`config.mk`:
```
export PLATFORM = sky130hd
export DESIGN_NAME = anabellek_hakemi
export DESIGN_NICKNAME = d
export VERILOG_FILES = /design/src/rtl/anabellek_hakemi.sv
export SDC_FILE = /design/constraint.sdc
export NUM_CORES = 1
export LEC_CHECK = 0
export ABC_AREA = 0
export CORE_AREA = 4 4 290 292
export CTS_CLUSTER_SIZE = 28
export DETAILED_ROUTE_END_ITERATION = 6
export DIE_AREA = 0 0 294 296
export PLACE_DENSITY = 0.53
export RECOVER_POWER = 100
export SLEW_MARGIN = 10
export SYNTH_ARGS = -nofsm -noshare
export SYNTH_HDL_FRONTEND = slang
export SYNTH_SLANG_ARGS = --single-unit
```
`constraint.sdc`:
```
create_clock -name clk_i -period 3.3 [get_ports clk_i]
set_clock_uncertainty 0.05 [all_clocks]
set_input_delay 0.66 -clock clk_i [delete_from_list [all_inputs] [get_ports clk_i]]
set_output_delay 0.66 -clock clk_i [all_outputs]
set_load 0.02 [all_outputs]
```
`src/rtl/anabellek_hakemi.sv`:
```
// Main-memory port arbiter between the fetch (getir) and data (bellek) cache controllers.
// One block transaction at a time: grant in BOSTA, one-cycle strobe in ISTEK, wait in BEKLE.
module anabellek_hakemi #(
  parameter int ADRES_BIT   = 32,
  parameter int OBEK_BIT    = 128,
  parameter bit ADIL        = 1'b1,
  parameter int ZAMAN_ASIMI = 1024
) (
  input  logic                 clk_i,
  input  logic                 rst_i,
  input  logic                 getir_istek_i,
  input  logic [ADRES_BIT-1:0] getir_adres_i,
  output logic                 getir_musait_o,
  output logic                 getir_veri_hazir_o,
  output logic [OBEK_BIT-1:0]  getir_obek_o,
  input  logic                 bellek_istek_i,
  input  logic                 bellek_yaz_i,
  input  logic [ADRES_BIT-1:0] bellek_adres_i,
  input  logic [OBEK_BIT-1:0]  bellek_yazilacak_obek_i,
  output logic                 bellek_musait_o,
  output logic                 bellek_veri_hazir_o,
  output logic [OBEK_BIT-1:0]  bellek_obek_o,
  input  logic                 anabellek_musait_i,
  input  logic                 anabellek_veri_hazir_i,
  input  logic [OBEK_BIT-1:0]  anabellek_obek_i,
  output logic                 anabellek_istek_o,
  output logic                 anabellek_oku_o,
  output logic                 anabellek_yaz_o,
  output logic [ADRES_BIT-1:0] anabellek_adres_o,
  output logic [OBEK_BIT-1:0]  anabellek_yazilacak_obek_o,
  output logic                 zaman_asimi_o
);

  localparam int SAYAC_BIT = $clog2(ZAMAN_ASIMI + 1);
  localparam logic [SAYAC_BIT-1:0] SINIR = SAYAC_BIT'(ZAMAN_ASIMI);

  typedef enum logic [1:0] {BOSTA, ISTEK, BEKLE} durum_e;

  durum_e                durum_q, durum_d;
  logic                  son_bellek_q, son_bellek_d;
  logic                  sahip_bellek_q, sahip_bellek_d;
  logic [SAYAC_BIT-1:0]  sayac_q, sayac_d;
  logic                  istek_q, istek_d;
  logic                  oku_q, oku_d;
  logic                  yaz_q, yaz_d;
  logic [ADRES_BIT-1:0]  adres_q, adres_d;
  logic [OBEK_BIT-1:0]   yobek_q, yobek_d;
  logic                  gvh_q, gvh_d;
  logic                  bvh_q, bvh_d;
  logic [OBEK_BIT-1:0]   gobek_q, gobek_d;
  logic [OBEK_BIT-1:0]   bobek_q, bobek_d;
  logic                  zaman_q, zaman_d;

  logic                  bellek_oncelikli;
  logic                  bellek_kazanir;
  logic                  kabul_edebilir;
  logic [SAYAC_BIT-1:0]  sayac_art;

  // On a tie bellek wins unless fairness is on and bellek was granted last.
  assign bellek_oncelikli = !ADIL || !son_bellek_q;
  assign bellek_kazanir   = bellek_istek_i && (!getir_istek_i || bellek_oncelikli);
  assign kabul_edebilir   = rst_i && (durum_q == BOSTA) && anabellek_musait_i;
  assign getir_musait_o   = kabul_edebilir && (!bellek_istek_i || !bellek_oncelikli);
  assign bellek_musait_o  = kabul_edebilir && (!getir_istek_i || bellek_oncelikli);
  assign sayac_art        = sayac_q + 1'b1;

  always_comb begin
    durum_d        = durum_q;
    son_bellek_d   = son_bellek_q;
    sahip_bellek_d = sahip_bellek_q;
    sayac_d        = sayac_q;
    istek_d        = 1'b0;
    oku_d          = oku_q;
    yaz_d          = yaz_q;
    adres_d        = adres_q;
    yobek_d        = yobek_q;
    gvh_d          = 1'b0;
    bvh_d          = 1'b0;
    gobek_d        = gobek_q;
    bobek_d        = bobek_q;
    zaman_d        = zaman_q;
    unique case (durum_q)
      BOSTA: begin
        if (anabellek_musait_i && (getir_istek_i || bellek_istek_i)) begin
          sahip_bellek_d = bellek_kazanir;
          son_bellek_d   = bellek_kazanir;
          adres_d        = bellek_kazanir ? bellek_adres_i : getir_adres_i;
          oku_d          = bellek_kazanir ? !bellek_yaz_i : 1'b1;
          yaz_d          = bellek_kazanir && bellek_yaz_i;
          yobek_d        = bellek_kazanir ? bellek_yazilacak_obek_i : '0;
          istek_d        = 1'b1;
          durum_d        = ISTEK;
        end
      end
      ISTEK: begin
        sayac_d = '0;
        durum_d = BEKLE;
      end
      BEKLE: begin
        // A response in the same cycle as the limit wins over the timeout.
        if (anabellek_veri_hazir_i) begin
          if (sahip_bellek_q) begin
            bvh_d   = 1'b1;
            bobek_d = anabellek_obek_i;
          end else begin
            gvh_d   = 1'b1;
            gobek_d = anabellek_obek_i;
          end
          durum_d = BOSTA;
        end else if (sayac_art == SINIR) begin
          if (sahip_bellek_q) begin
            bvh_d   = 1'b1;
            bobek_d = '0;
          end else begin
            gvh_d   = 1'b1;
            gobek_d = '0;
          end
          zaman_d = 1'b1;
          durum_d = BOSTA;
        end else begin
          sayac_d = sayac_art;
        end
      end
      default: durum_d = BOSTA;
    endcase
  end

  always_ff @(posedge clk_i or negedge rst_i) begin
    if (!rst_i) begin
      durum_q        <= BOSTA;
      son_bellek_q   <= 1'b0;
      sahip_bellek_q <= 1'b0;
      sayac_q        <= '0;
      istek_q        <= 1'b0;
      oku_q          <= 1'b0;
      yaz_q          <= 1'b0;
      adres_q        <= '0;
      yobek_q        <= '0;
      gvh_q          <= 1'b0;
      bvh_q          <= 1'b0;
      gobek_q        <= '0;
      bobek_q        <= '0;
      zaman_q        <= 1'b0;
    end else begin
      durum_q        <= durum_d;
      son_bellek_q   <= son_bellek_d;
      sahip_bellek_q <= sahip_bellek_d;
      sayac_q        <= sayac_d;
      istek_q        <= istek_d;
      oku_q          <= oku_d;
      yaz_q          <= yaz_d;
      adres_q        <= adres_d;
      yobek_q        <= yobek_d;
      gvh_q          <= gvh_d;
      bvh_q          <= bvh_d;
      gobek_q        <= gobek_d;
      bobek_q        <= bobek_d;
      zaman_q        <= zaman_d;
    end
  end

  assign anabellek_istek_o          = istek_q;
  assign anabellek_oku_o            = oku_q;
  assign anabellek_yaz_o            = yaz_q;
  assign anabellek_adres_o          = adres_q;
  assign anabellek_yazilacak_obek_o = yobek_q;
  assign getir_veri_hazir_o         = gvh_q;
  assign getir_obek_o               = gobek_q;
  assign bellek_veri_hazir_o        = bvh_q;
  assign bellek_obek_o              = bobek_q;
  assign zaman_asimi_o              = zaman_q;

endmodule

```
==> summary.txt <==
Clock network
  • Reg clk slew, reported paths: 0.06 ns
  • Cts hold-fix bufs: 0
  • Clock buffer depth: 3
  • Clk Latency, worst-skew pair: 0.58 ns
  • Num CTS Buffers: 53
  • Clock Tree Root: clkbuf_16
  • Post-CTS setup buffers: 0
  • H-tree depth: 2
  • Gates resized, CTS repair: 0
  • Clock Sink Count: 436
  • CTS tree: built

Critical path
  • Crit-path max FO: 84
  • CP arrival: 3.44 ns
  • FF-to-FF path depth: 8
  • Max incr delay on CP: 0.64 ns
  • Crit. End Element: register
  • CP max stage cell: or4_1
  • WS Path Type: reg -> reg
  • Crit-path cells: ha_1 -> nand3_1 -> xor2_1 -> nand2_1 -> or4_1 -> o21a_4 -> buf_12 -> a21o_1
  • Worst path required time: 3.72 ns
  • Worst setup SP type: register

Synth
  • Async SR Flop Fraction: 100.0%
  • Most used flip-flop cell after synthesis: dfrtp_1
  • Yosys reg bits: 436
  • EDFF count, synth: 0
  • Syn avg cell area: 10.37 µm²
  • Synth Instances: 1,796
  • Syn nets: 2,125
  • Yosys warnings: 0
  • Mapped cell area: 18,620 µm²
  • Cell variety after synth: 43
  • Seq/Total Area, Yosys: 58.59%

Timing
  • Max-slew violation count: 282
  • Final hold vios: 0
  • Fmax: 0.3311 GHz
  • Fin worst setup slack: 0.2794 ns
  • Final min period: 3.021 ns
  • Final setup vio count: 0
  • Slew margin rel.: -69.06%
  • Fin crit share: 91.53%
  • RSZ-0062 raised after global routing: false
  • Worst Tran Pin Value: 2.536 ns
  • Final setup TNS: 0 ns

Drt
  • DR vias/cell: 4.488
  • Wl on met1: 28,350 µm
  • Iter 0 DRT Violations: 777
  • Drt pass-1 iters: 5
  • DR top layer: met5
  • Wire length on met3: 7407 µm
  • Via Count: 16,180
  • Residual DRC: 0
  • Antenna Nets Post-Route: 0
  • Met2 WL: 35,830 µm
  • Drt total wl: 73,220 µm
  • Drt wl/cell: 20.31 µm

Floorplanning
  • Die Height: 296 µm
  • Core area: 81,580 µm²
  • Io pins: 751
  • Row Count: 105
  • DIE AREA: 87,020 µm²
  • Die X: 294 µm
  • Starting Density: 22.82%

Worst hold path
  • Worst hold stages: 2
  • Hold Crit Class: reg -> reg

GRT
  • Initial antenna violation count: 11
  • Largest net degree at the start of global routing: 156
  • Total grt overflow: 0
  • Vias in the first global route: 16,830
  • First-pass GRT wire length: 108,200 µm
  • Overall Global Routing Usage: 16.08%

Power and ir drop
  • Power Density: 798.9 nW/µm²
  • Overall Power: 23,020 µW
  • VDD IR max: 0.4166 mV
  • Leakage: 0.01235 µW

Finish
  • Nets: 2,818
  • Share of cells above drive strength 1: 4.822%
  • Commonest cells after routing, fill and taps aside: dfrtp_1 (436), nand2_1 (426), dlygate4sd3_1 (425)
  • Area Overhead vs Synth: 54.75%
  • Fin util: 35.32%
  • Commonest non-fill, non-tap cell in the layout: dfrtp_1

Status
  • Failing checks: capacitance limit, slew limit
  • Status: complete, but fails checks

Flow run
  • Max_cap viols: 3

Placed design
  • DP HPWL: 54,050 µm
  • Port bufs: 750
  • Placer Congestion: 0.7915
  • DP Worst Slack: 0.2808 ns
power by group:
group	switching (µW)	internal, µW
Sequential	1130	6960
Combinational	5180	4000
Clock	2360	3390
Total	8670	14400
layout make-up:
type                            count  area (µm²)
Timing Repair Buffer              780        7816
Tap cell                         1070        1339
Clock buffer                       79        1584
Fill cell                        8137       52770
Inverter                            9       33.78
Clock inverter                     17       142.6
Multi-Input combinational cell   1209        6974
Sequential cell                   436       10910
Antenna cell                        6       15.01
per-layer routing:
| metal | GRT usage, % | vias up |
|---|---|---|
| met5 | 0 | - |
| met4 | 3.753 | 4 |
| met3 | 6.695 | 94 |
| met2 | 27.58 | 546 |
| met1 | 18.82 | 7894 |
| li1 | - | 7645 |
worst max-delay path, delay by kind of cell (launching register included):
family	cells	cell delay (ns)
flops	1	0.44
xor+xnor	1	0.20
simple gates	3	0.85
fa+ha+maj	1	0.31
compound gates	2	0.69
buf+inv	1	0.31
cell families after synthesis:
kind of cell,after synthesis,synth area share (%)
adder cells (fa/ha/maj),2,0.1344
AND/OR/NAND/NOR,465,9.891
XOR/XNOR,5,0.2352
buffers and inverters,151,4.119
AO/OA/AOI/OAI,704,25.25
flip-flops,436,58.59
multiplexers,33,1.774
per-stage QoR:
stage | hold WS [ns] | cell area (µm²) | std cells
after floorplan | 0.3144 | 18620 | 1796
after global placement | 0.4129 | 27150 | 3504
after CTS | 0.2476 | 28870 | 3600
final | 0.4203 | 28820 | 3606
after detailed placement | 0.4157 | 27150 | 3504
after global routing | 0.4527 | 28810 | 3605
flip-flops by register name, indices dropped and copies added (netlist names):
name,flops
anabellek_yazilacak_obek_o,128
bellek_obek_o,128
getir_obek_o,128
anabellek_adres_o,32
sayac_q,11
durum_q,2
anabellek_istek_o,1
anabellek_oku_o,1
anabellek_yaz_o,1
bellek_veri_hazir_o,1
getir_veri_hazir_o,1
sahip_bellek_q,1
zaman_asimi_o,1
final timing paths:
| kind | start | end | slack, ns |
|---|---|---|---|
| setup / recovery | sayac_q[0]$_DFFE_PN0P_ | getir_obek_o[0]$_DFFE_PN0P_ | 0.28 |
| hold / removal | anabellek_adres_o[27]$_DFFE_PN0P_ | anabellek_adres_o[27]$_DFFE_PN0P_ | 0.42 |
| setup reg to reg | sayac_q[0]$_DFFE_PN0P_ | getir_obek_o[0]$_DFFE_PN0P_ | 0.28 |
| hold reg to reg | anabellek_adres_o[27]$_DFFE_PN0P_ | anabellek_adres_o[27]$_DFFE_PN0P_ | 0.42 |
| max in group asynchronous | rst_i | getir_obek_o[86]$_DFFE_PN0P_ | 0.60 |
| min in group asynchronous | rst_i | getir_obek_o[3]$_DFFE_PN0P_ | 0.67 |
cell usage after synthesis (5+ instances only):
cell	number	area share (%)
buf_6	26	1.6
nand2_1	428	8.6
clkbuf_1	108	2.2
buf_1	6	0.12
a21o_1	258	10
mux2i_1	33	1.8
a21oi_1	5	0.13
a22o_1	131	6.2
nor2_1	10	0.20
dfrtp_1	436	59
o21ai_0	294	7.9
inv_1	9	0.18
(Power assumes the default switching activity.)
